## src/rtl/pipeline_debug_console.sv

```systemverilog
// pipeline_debug_console
//   Board-level run/debug controller for the FPGA build of the 5-stage MIPS pipeline.
//   Issues the pipeline advance pulse (single-step, free-run, free-run until halt),
//   forwards the switch-selected register index to the register-file debug port and
//   shows the returned value in hex on a multiplexed, paged 7-segment display.
//
// Ports
//   clock, reset_n   system clock, asynchronous active-low reset
//   step_btn         raw step pushbutton (active-high, bouncy)
//   page_btn         raw page pushbutton (active-high, bouncy)
//   run_sw           0 = single-step, 1 = run
//   halt_req         halt level from the pipeline, honoured only while running
//   reg_index        switch-selected register number
//   reg_value        value returned by the register-file debug port
//   reg_index_out    synchronised register index
//   cpu_step         one-clock pipeline advance enable
//   cycle_count      number of cpu_step pulses since reset
//   anodes           active-low digit enables
//   cathodes         active-low segments, [0]=a .. [6]=g
//   dp               active-low decimal point (lit on digit 0 while halted)
module pipeline_debug_console #(
  parameter int unsigned NUM_DIGITS      = 4,
  parameter int unsigned DATA_W          = 32,
  parameter int unsigned REG_IDX_W       = 5,
  parameter int unsigned DEBOUNCE_CYCLES = 100000,
  parameter int unsigned SCAN_DIV        = 16,
  parameter int unsigned RUN_DIV         = 24
) (
  input  logic                  clock,
  input  logic                  reset_n,
  input  logic                  step_btn,
  input  logic                  page_btn,
  input  logic                  run_sw,
  input  logic                  halt_req,
  input  logic [REG_IDX_W-1:0]  reg_index,
  input  logic [DATA_W-1:0]     reg_value,
  output logic [REG_IDX_W-1:0]  reg_index_out,
  output logic                  cpu_step,
  output logic [31:0]           cycle_count,
  output logic [NUM_DIGITS-1:0] anodes,
  output logic [6:0]            cathodes,
  output logic                  dp
);

  localparam int unsigned NumPages = DATA_W / (4 * NUM_DIGITS);
  localparam int unsigned PageW    = (NumPages > 1) ? $clog2(NumPages) : 1;
  localparam int unsigned DigitW   = (NUM_DIGITS > 1) ? $clog2(NUM_DIGITS) : 1;
  localparam int unsigned DbW      = $clog2(DEBOUNCE_CYCLES + 1);

  typedef enum logic [1:0] {StStep, StRun, StHalt} state_e;

  // ---------------------------------------------------------------------------
  // Synchronisers. Button index 0 = step, 1 = page.
  // ---------------------------------------------------------------------------
  logic [1:0]           btn_sync1_q, btn_sync2_q;
  logic                 run_sync1_q, run_sync2_q;
  logic                 halt_sync1_q, halt_sync2_q;
  logic [REG_IDX_W-1:0] idx_sync1_q, idx_sync2_q;

  always_ff @(posedge clock or negedge reset_n) begin
    if (!reset_n) begin
      btn_sync1_q  <= '0;
      btn_sync2_q  <= '0;
      run_sync1_q  <= 1'b0;
      run_sync2_q  <= 1'b0;
      halt_sync1_q <= 1'b0;
      halt_sync2_q <= 1'b0;
      idx_sync1_q  <= '0;
      idx_sync2_q  <= '0;
    end else begin
      btn_sync1_q  <= {page_btn, step_btn};
      btn_sync2_q  <= btn_sync1_q;
      run_sync1_q  <= run_sw;
      run_sync2_q  <= run_sync1_q;
      halt_sync1_q <= halt_req;
      halt_sync2_q <= halt_sync1_q;
      idx_sync1_q  <= reg_index;
      idx_sync2_q  <= idx_sync1_q;
    end
  end

  assign reg_index_out = idx_sync2_q;

  // ---------------------------------------------------------------------------
  // Debounce: the accepted level flips after DEBOUNCE_CYCLES consecutive samples
  // that differ from it; a sample equal to the accepted level restarts the count.
  // ---------------------------------------------------------------------------
  logic [1:0]     btn_level_q, btn_press_q;
  logic [DbW-1:0] db_cnt_q [2];

  always_ff @(posedge clock or negedge reset_n) begin
    if (!reset_n) begin
      btn_level_q <= '0;
      btn_press_q <= '0;
      for (int b = 0; b < 2; b++) db_cnt_q[b] <= '0;
    end else begin
      for (int b = 0; b < 2; b++) begin
        btn_press_q[b] <= 1'b0;
        if (btn_sync2_q[b] == btn_level_q[b]) begin
          db_cnt_q[b] <= '0;
        end else if (db_cnt_q[b] == DbW'(DEBOUNCE_CYCLES - 1)) begin
          db_cnt_q[b]    <= '0;
          btn_level_q[b] <= btn_sync2_q[b];
          btn_press_q[b] <= btn_sync2_q[b];
        end else begin
          db_cnt_q[b] <= db_cnt_q[b] + 1'b1;
        end
      end
    end
  end

  // ---------------------------------------------------------------------------
  // Run-control FSM
  // ---------------------------------------------------------------------------
  state_e             state_q, state_d;
  logic [RUN_DIV-1:0] run_cnt_q, run_cnt_d;
  logic               cpu_step_q, cpu_step_d;
  logic [31:0]        cycle_count_q;

  always_ff @(posedge clock or negedge reset_n) begin
    if (!reset_n) begin
      state_q       <= StStep;
      run_cnt_q     <= '0;
      cpu_step_q    <= 1'b0;
      cycle_count_q <= '0;
    end else begin
      state_q    <= state_d;
      run_cnt_q  <= run_cnt_d;
      cpu_step_q <= cpu_step_d;
      if (cpu_step_q) cycle_count_q <= cycle_count_q + 32'd1;
    end
  end

  always_comb begin
    state_d    = state_q;
    run_cnt_d  = run_cnt_q;
    cpu_step_d = 1'b0;
    unique case (state_q)
      StStep: begin
        if (run_sync2_q) begin
          state_d   = StRun;
          run_cnt_d = '0;
        end else if (btn_press_q[0]) begin
          cpu_step_d = 1'b1;
        end
      end
      StRun: begin
        // Leaving RUN takes priority over halting, and halting suppresses the pulse.
        if (!run_sync2_q) begin
          state_d = StStep;
        end else if (halt_sync2_q) begin
          state_d = StHalt;
        end else begin
          run_cnt_d = run_cnt_q + 1'b1;
          if (&run_cnt_q) cpu_step_d = 1'b1;
        end
      end
      StHalt: begin
        if (!run_sync2_q) state_d = StStep;
      end
      default: state_d = StStep;
    endcase
    // A step press right after a RUN pulse must not create back-to-back pulses.
    if (cpu_step_q) cpu_step_d = 1'b0;
  end

  assign cpu_step    = cpu_step_q;
  assign cycle_count = cycle_count_q;

  // ---------------------------------------------------------------------------
  // Paging
  // ---------------------------------------------------------------------------
  logic [PageW-1:0] page_q;

  always_ff @(posedge clock or negedge reset_n) begin
    if (!reset_n) begin
      page_q <= '0;
    end else if (btn_press_q[1]) begin
      page_q <= (page_q == PageW'(NumPages - 1)) ? '0 : page_q + 1'b1;
    end
  end

  // ---------------------------------------------------------------------------
  // Display scan. Blank until the first scan tick; the snapshot is refreshed only
  // at the start of each frame so a frame never mixes two values.
  // ---------------------------------------------------------------------------
  logic [SCAN_DIV-1:0] scan_cnt_q;
  logic                scan_on_q;
  logic [DigitW-1:0]   digit_q;
  logic [DATA_W-1:0]   snap_q;

  always_ff @(posedge clock or negedge reset_n) begin
    if (!reset_n) begin
      scan_cnt_q <= '0;
      scan_on_q  <= 1'b0;
      digit_q    <= '0;
      snap_q     <= '0;
    end else begin
      scan_cnt_q <= scan_cnt_q + 1'b1;
      if (&scan_cnt_q) begin
        if (!scan_on_q) begin
          scan_on_q <= 1'b1;
          digit_q   <= '0;
          snap_q    <= reg_value;
        end else if (digit_q == DigitW'(NUM_DIGITS - 1)) begin
          digit_q <= '0;
          snap_q  <= reg_value;
        end else begin
          digit_q <= digit_q + 1'b1;
        end
      end
    end
  end

  function automatic logic [6:0] hex_to_seg(input logic [3:0] nib);
    logic [6:0] seg;
    unique case (nib)
      4'h0: seg = 7'b1000000;
      4'h1: seg = 7'b1111001;
      4'h2: seg = 7'b0100100;
      4'h3: seg = 7'b0110000;
      4'h4: seg = 7'b0011001;
      4'h5: seg = 7'b0010010;
      4'h6: seg = 7'b0000010;
      4'h7: seg = 7'b1111000;
      4'h8: seg = 7'b0000000;
      4'h9: seg = 7'b0010000;
      4'hA: seg = 7'b0001000;
      4'hB: seg = 7'b0000011;
      4'hC: seg = 7'b1000110;
      4'hD: seg = 7'b0100001;
      4'hE: seg = 7'b0000110;
      default: seg = 7'b0001110;
    endcase
    return seg;
  endfunction

  logic [31:0] nib_sel;
  logic [3:0]  nib;

  always_comb begin
    nib_sel  = 32'(page_q) * NUM_DIGITS + 32'(digit_q);
    nib      = 4'(snap_q >> (nib_sel * 4));
    anodes   = '1;
    cathodes = 7'h7F;
    dp       = 1'b1;
    if (scan_on_q) begin
      anodes   = ~(NUM_DIGITS'(1) << digit_q);
      cathodes = hex_to_seg(nib);
      dp       = ~((digit_q == '0) && (state_q == StHalt));
    end
  end

endmodule

```

## config.mk

```make
export PLATFORM = sky130hd
export DESIGN_NAME = pipeline_debug_console
export DESIGN_NICKNAME = d
export VERILOG_FILES = /design/src/rtl/pipeline_debug_console.sv
export SDC_FILE = /design/constraint.sdc
export NUM_CORES = 1
export LEC_CHECK = 0
export CORE_ASPECT_RATIO = 1.75
export CORE_UTILIZATION = 55
export DETAILED_ROUTE_END_ITERATION = 8
export PLACE_DENSITY = 0.83
export SKIP_LAST_GASP = 1
export SLEW_MARGIN = 5
export SYNTH_ARGS = -nofsm -noshare
export SYNTH_HDL_FRONTEND = slang
export SYNTH_SLANG_ARGS = --single-unit
export TNS_END_PERCENT = 100
```

## constraint.sdc

```tcl
create_clock -name clock -period 3.2 [get_ports clock]
set_input_delay 0.48 -clock clock [delete_from_list [all_inputs] [get_ports clock]]
set_output_delay 0.48 -clock clock [all_outputs]
set_load 0.02 [all_outputs]
```

Word-level counts from Yosys, hierarchy flattened
Memory sizes are Yosys's and may differ from the RTL's.
Cells that the tools add are included.
W data, S select, Z words.
{"block": "word_totals", "n_memories": 1, "regBits": 167, "inputBits": 43, "mem_bits_ro": 112}
{"block": "classes", "reduce_logical": 11, "muxes": 32, "add_sub_neg": 8, "bitwise": 4, "eq_ne": 13, "n_shift": 2}
{"name": "(name not given)", "depth": 16, "word_bits": 7, "read_ports": 1, "rd_clocked_by_memory_dff": 0, "write_ports": 0, "line": "217", "rtl": "unique case (nib)"}
{"op": "$mux W24", "n": 3}
{"op": "$mux W17", "n": 4}
{"op": "$mux W32", "n": 2}
{"op": "$pmux W24 S2", "n": 1}
{"op": "$add A17 B1 Y17 const B", "n": 2}
{"op": "$eq A17 B17 Y1 const B", "n": 2}
{"op": "$add A32 B1 Y32 const B", "n": 1}
{"op": "$shr A32 B6 Y4", "n": 1}
{"op": "$add A24 B1 Y24 const B", "n": 1}
{"op": "$reduce_and A24 Y1", "n": 1}
{"op": "$reduce_and A17 Y1", "n": 1}
{"op": "$add A16 B1 Y16 const B", "n": 1}
{"op": "$reduce_and A16 Y1", "n": 1}
{"op": "$mux W1", "n": 12}
{"op": "$mux W2", "n": 6}
{"op": "$ne A2 B2 Y1 const B", "n": 4}
{"op": "$mux W7", "n": 1}
{"op": "$pmux W2 S3", "n": 1}
{"op": "$add A3 B2 Y4", "n": 1}
{"op": "$eq A2 B2 Y1 const B", "n": 2}
{"op": "$logic_not A2 Y1", "n": 2}
{"op": "$mux W4", "n": 1}
{"op": "$not A4 Y4", "n": 1}
{"op": "$reduce_and A2 Y1", "n": 2}
{"op": "other kinds (13)", "n": 16}

Depth between registers and ports, before layout
{"block": "logic_depth", "word_depth": 6, "depth_mapped": 8}

Worst setup path after synthesis
Ideal clock, no wire load.
{"block": "synth_timing", "kind": "register to output", "from": "register digit_q[0]", "to": "output port cathodes[4]", "required_ps": 2720, "path_slack_ps": 327, "stages_incl_launch_ff": 8, "t_arrival_ps": 2393, "cell_sequence": "dfrtp_1 buf_6 mux4_1 mux2i_2 inv_1 ha_1 mux2_2 o21ai_0"}
{"block": "synth_via", "elab_chain_cells": 4}
{"element": "from (decl)", "line": "189", "rtl": "logic [DigitW-1:0] digit_q;"}
{"element": "from (signal assigned)", "line": "209", "rtl": "digit_q <= digit_q + 1'b1;"}
{"element": "$add A3 B2 Y4", "line": "242", "rtl": "nib_sel = 32'(page_q) * NUM_DIGITS + 32'(digit_q);"}
{"element": "$shr A32 B6 Y4", "line": "243", "rtl": "nib = 4'(snap_q >> (nib_sel * 4));"}
{"element": "$mem_v2 Z16 W7"}
{"element": "$mux W7", "line": "247", "rtl": "if (scan_on_q) begin"}
{"element": "to (decl)", "line": "41", "rtl": "output logic [6:0] cathodes,"}
Every way passes these cells.

Worst setup path after layout
{"block": "layout_timing", "from": "register digit_q[1]", "to": "output port cathodes[1]"}
Same word-level chain as after synthesis.

==> reports/qor_table.md <==
| Metric | This run | Unit |
|---|---|---|
| Count of synthesis-stage warnings from yosys | 0 | - |
| Hold buffers post-CTS | 0 | - |
| Complex-gate fraction of the synthesized area | 0.0207 | - |
| Switching Share | 0.218 | - |
| Number of buffers inserted during clock tree synthesis | 17 | - |
| Post-CTS Setup Repair Bufs | 0 | - |
| Fmax | 321 | MHz |
| Total die area | 14400 | sq um |
| Termination of the worst setup path | cathodes[1] | - |
| RSZ-0062 raised after global routing | false | - |
| TritonCTS clock tree | yes | - |
| Clock root buffer master | sky130_fd_sc_hd__clkbuf_16 | - |
| Worst voltage drop across the vdd grid | 0.375 | mV |
| Synthesized flop and latch total | 167 | - |
| Average instance area after synthesis | 11.7 | sq um |
| Total of endpoints with negative setup slack in the final report | 0 | - |
| Count of pins over their slew limit | 0 | - |
| Critical Setup Path Class | reg -> out | - |
| Gate count after technology mapping | 652 | - |
| Critical path launch point type | register | - |
| Flop pwr share | 0.498 | - |
| Multiplexer share of the synthesized area | 0.0998 | - |
| Area growth from synthesis to layout | 22.3 | % |
| Final net count | 817 | - |
| Post-synth net total | 710 | - |
| Logic depth of the worst register-to-register path | 6 | - |
| Sequential share of the synthesized area | 0.548 | - |
| Post-layout instance area | 9330 | sq um |
| Die boundary width | 91.0 | microns |
| Crit Reg-Reg Startpoint | scan_cnt_q[2]$_DFF_PN0_ | - |
| Routing usage on met3 | 0.0480 | - |
| Fraction of final layout cells with drive strength greater than 1 | 0.134 | - |
| Per-cell routed wire length | 16.6 | microns |
| Max Root-Sink Buffers | 2 | - |
| Post-Synth Simple-Gate Area | 0.175 | - |
| Final weighted congestion in routability-driven placement | 0.883 | - |
| Required time reported for the critical path endpoint | 2.72 | ns |
| Num rows | 56 | - |
| Synth async-reset ratio | 1.00 | - |
| Starting utilization of the core area | 0.567 | - |
| Antenna violations before repair | 2 | - |
| Post-synth EDFFs | 0 | - |
| Post-Synth Adder-Cell Area | 0.0246 | - |
| Detailed router's first-iteration violation count | 290 | - |
| Total power consumption of the routed design | 4.32 | mW |
| Count of buffers from port buffering | 92 | - |
| Sum of net half-perimeters after detailed placement | 11300 | microns |
| Remaining antenna violation count | 0 | - |
| Main combinational cell family by area after synthesis | simple AND/OR/NAND/NOR gates | - |
| Total net switching power | 942 | uW |
| Sequential standard cell area | 4180 | sq um |
| Fill cells | 956 | - |
| Max cap viols | 0 | - |
| Floorplan die height | 158 | microns |
| Clock insertion delay at the later pin of the skew report | 0.42 | ns |
| Category of the worst setup path capture point | primary output | - |
| Fraction of the cycle the final worst path needs | 0.973 | - |
| Post-Route Hold Slack | 0.0288 | ns |
| Instance count after placement with tap cells included | 914 | - |
| Synth cell types | 49 | - |
| Signal arrival time at the worst endpoint | 2.64 | ns |
| Transition time of the tightest slew-check pin | 0.827 | ns |
| Synth Cell Area | 7630 | sq um |
| Most Crowded Layer GR | met2 | - |
| Global routing usage summed across all routing layers | 0.235 | - |
| Minimum period implied by the final worst setup slack | 3.12 | ns |
| Global-route wire length before repair | 26400 | microns |
| Clock transition at the registers of the reported paths | 0.07 | ns |
| Maximum fanout encountered on the critical timing path | 6 | - |
| Leakage power total | 4.22 | nW |
| Internal power | 3.38 | mW |
| Pin count of the biggest net entering global routing | 75 | - |
| Core area | 13500 | sq um |
| GR Layer Usage met2 | 0.443 | - |
| Gate power share | 0.037 | - |
| Multi-input combinational cell area | 3270 | sq um |
| Sink Count | 167 | - |
| Xor/xnor share of the synthesized area | 0.109 | - |
| Placed instance area | 8760 | sq um |
| Overflow after GRT | 0 | - |
| Worst slew margin relative to its limit | 0.444 | - |
| Met1 demand-to-capacity share in global routing | 0.253 | - |
| Via count of the first global-routing pass | 5548 | - |
| Beginning of the critical path | digit_q[1]$_DFFE_PN0P_ | - |
| Worst Hold Class | in -> async | - |
| Router iterations before antenna repair | 5 | - |
| Filler-free cell count of the finished design | 946 | - |
| DRC violation count after routing | 0 | - |
| Clock group share of total power | 0.465 | - |
| Result of the run | finished clean | - |
| Critical register-to-register path endpoint | snap_q[20]$_DFFE_PN0P_ | - |
| Number of primary I/O pins | 93 | - |
| Final wirelength | 15700 | microns |
| Register-to-register setup slack | 0.82 | ns |
| Vias | 5296 | - |
| Top FF cell, synth | sky130_fd_sc_hd__dfrtp_1 | - |
| Final clock skew | 0.0102 | ns |
| Total count of hold-check failures in the final report | 0 | - |
| Ratio of total power to cell area | 464 | nW/um^2 |
| Via-to-Cell Ratio | 5.60 | - |
| Number of H-tree levels | 4 | - |
## cell usage in the layout (no fill, tap or decap), drive strengths merged, types with 11 or more instances in the layout
| cell type | synthesis | layout |
|---|---|---|
| buf | 11 | 12 |
| inv | 20 | 24 |
| and3 | 17 | 17 |
| nor4 | 11 | 11 |
| mux2i | 14 | 14 |
| and4 | 11 | 11 |
| clkdlybuf4s50 | 0 | 84 |
| mux2 | 40 | 40 |
| xnor2 | 53 | 53 |
| nand2 | 58 | 58 |
| ha | 15 | 15 |
| nand4 | 22 | 22 |
| nor2 | 71 | 71 |
| clkbuf | 3 | 22 |
| dfrtp | 167 | 167 |
| nand3 | 33 | 33 |
| xor2 | 42 | 42 |
## routing by layer
layer	part of all wire	vias to the layer above
li1	-	2467
met1	0.38	2639
met2	0.56	152
met3	0.037	38
met4	0.022	0
met5	0	-
## worst max-delay path: stages (launching register included)
cell	delay (ns)
sky130_fd_sc_hd__dfrtp_2	0.41
sky130_fd_sc_hd__mux4_2	0.54
sky130_fd_sc_hd__mux2i_4	0.19
sky130_fd_sc_hd__buf_4	0.18
sky130_fd_sc_hd__ha_1	0.26
sky130_fd_sc_hd__a221o_1	0.32
sky130_fd_sc_hd__dlygate4sd2_1	0.32
## repair_timing
action,in CTS,in global routing
endpoints found under the hold margin,0,0
endpoints found under the setup margin,7,6
resized for setup,15,16
## cell usage after synthesis, drive strengths merged (2+ instances only)
| master | number | area share |
|---|---|---|
| or4 | 3 | 0.0030 |
| nor2 | 71 | 0.035 |
| buf | 11 | 0.011 |
| mux2 | 40 | 0.060 |
| ha | 15 | 0.025 |
| o22a | 2 | 0.0023 |
| inv | 20 | 0.0098 |
| xor2 | 42 | 0.048 |
| mux4 | 6 | 0.020 |
| and4 | 11 | 0.013 |
| nand3 | 33 | 0.022 |
| nor4b | 5 | 0.0057 |
| a21oi | 6 | 0.0039 |
| o31ai | 2 | 0.0020 |
| nand2b | 5 | 0.0041 |
| o21ai | 6 | 0.0039 |
| nor3 | 6 | 0.0039 |
| nor3b | 2 | 0.0020 |
| or3 | 4 | 0.0033 |
| nand2 | 58 | 0.029 |
| or2 | 4 | 0.0033 |
| nand4 | 22 | 0.020 |
| nor4 | 11 | 0.014 |
| and2 | 2 | 0.0016 |
| dfrtp | 167 | 0.55 |
| xnor2 | 53 | 0.061 |
| mux2i | 14 | 0.021 |
| o221ai | 3 | 0.0034 |
| clkbuf | 3 | 0.0015 |
| and3 | 17 | 0.014 |
## power groups by stage
stage                     Combinational, mW  Sequential, mW  Clock [mW]
final                                 0.160            2.15        2.01
after global routing                  0.178            2.16        2.13
after CTS                             0.163            2.15        2.04
after detailed placement              0.161            2.19           0
after global placement                0.155            2.19           0
after floorplan                      0.0404            2.19           0
## how the worst min path moves through the flow
| stage | end | slack (ns) |
|---|---|---|
| floorplan | btn_level_q[0]$_DFFE_PN0P_ | 0.18 |
| global placement | btn_sync2_q[1]$_DFF_PN0_ | 0.33 |
| detailed placement | reg_index_out[1]$_DFF_PN0_ | 0.34 |
| CTS | idx_sync1_q[4]$_DFF_PN0_ | 0.05 |
| global route | idx_sync1_q[4]$_DFF_PN0_ | 0.07 |
| finish | idx_sync1_q[4]$_DFF_PN0_ | 0.03 |
## flip-flops by register name, indices dropped and copies added, names as in the netlist
signal         flops
btn_level_q        2
run_sync2_q        1
page_q             1
btn_sync1_q        2
cycle_count       32
btn_press_q        2
digit_q            2
db_cnt_q          34
state_q            2
halt_sync2_q       1
run_cnt_q         24
idx_sync1_q        5
scan_on_q          1
halt_sync1_q       1
scan_cnt_q        16
btn_sync2_q        2
cpu_step           1
reg_index_out      5
run_sync1_q        1
snap_q            32
## logic make-up after synthesis
family	after synthesis
mux	60
xor+xnor	95
compound gates	24
buf+inv	34
simple gates	257
flops	167
fa+ha+maj	15
## metrics by stage
stage	utilization	setup slack, ns	TNS [ns]
detailed placement	0.651	0.123	0
finish	0.693	0.0849	0
floorplan	-	0.327	0
global route	0.693	0.0127	0
CTS	0.694	-0.0109	-0.0186
global placement	0.651	0.209	0
## final cells by class
| cell class | instances | share of cell area |
|---|---|---|
| Multi-Input combinational cell | 451 | 0.351 |
| Clock inverter | 13 | 0.0157 |
| Inverter | 20 | 0.00805 |
| Timing Repair Buffer | 102 | 0.106 |
| Clock buffer | 18 | 0.0471 |
| Antenna cell | 1 | 0.000268 |
| Tap cell | 174 | 0.0233 |
| Sequential cell | 167 | 0.448 |
Power figures use the tool's default switching activity.
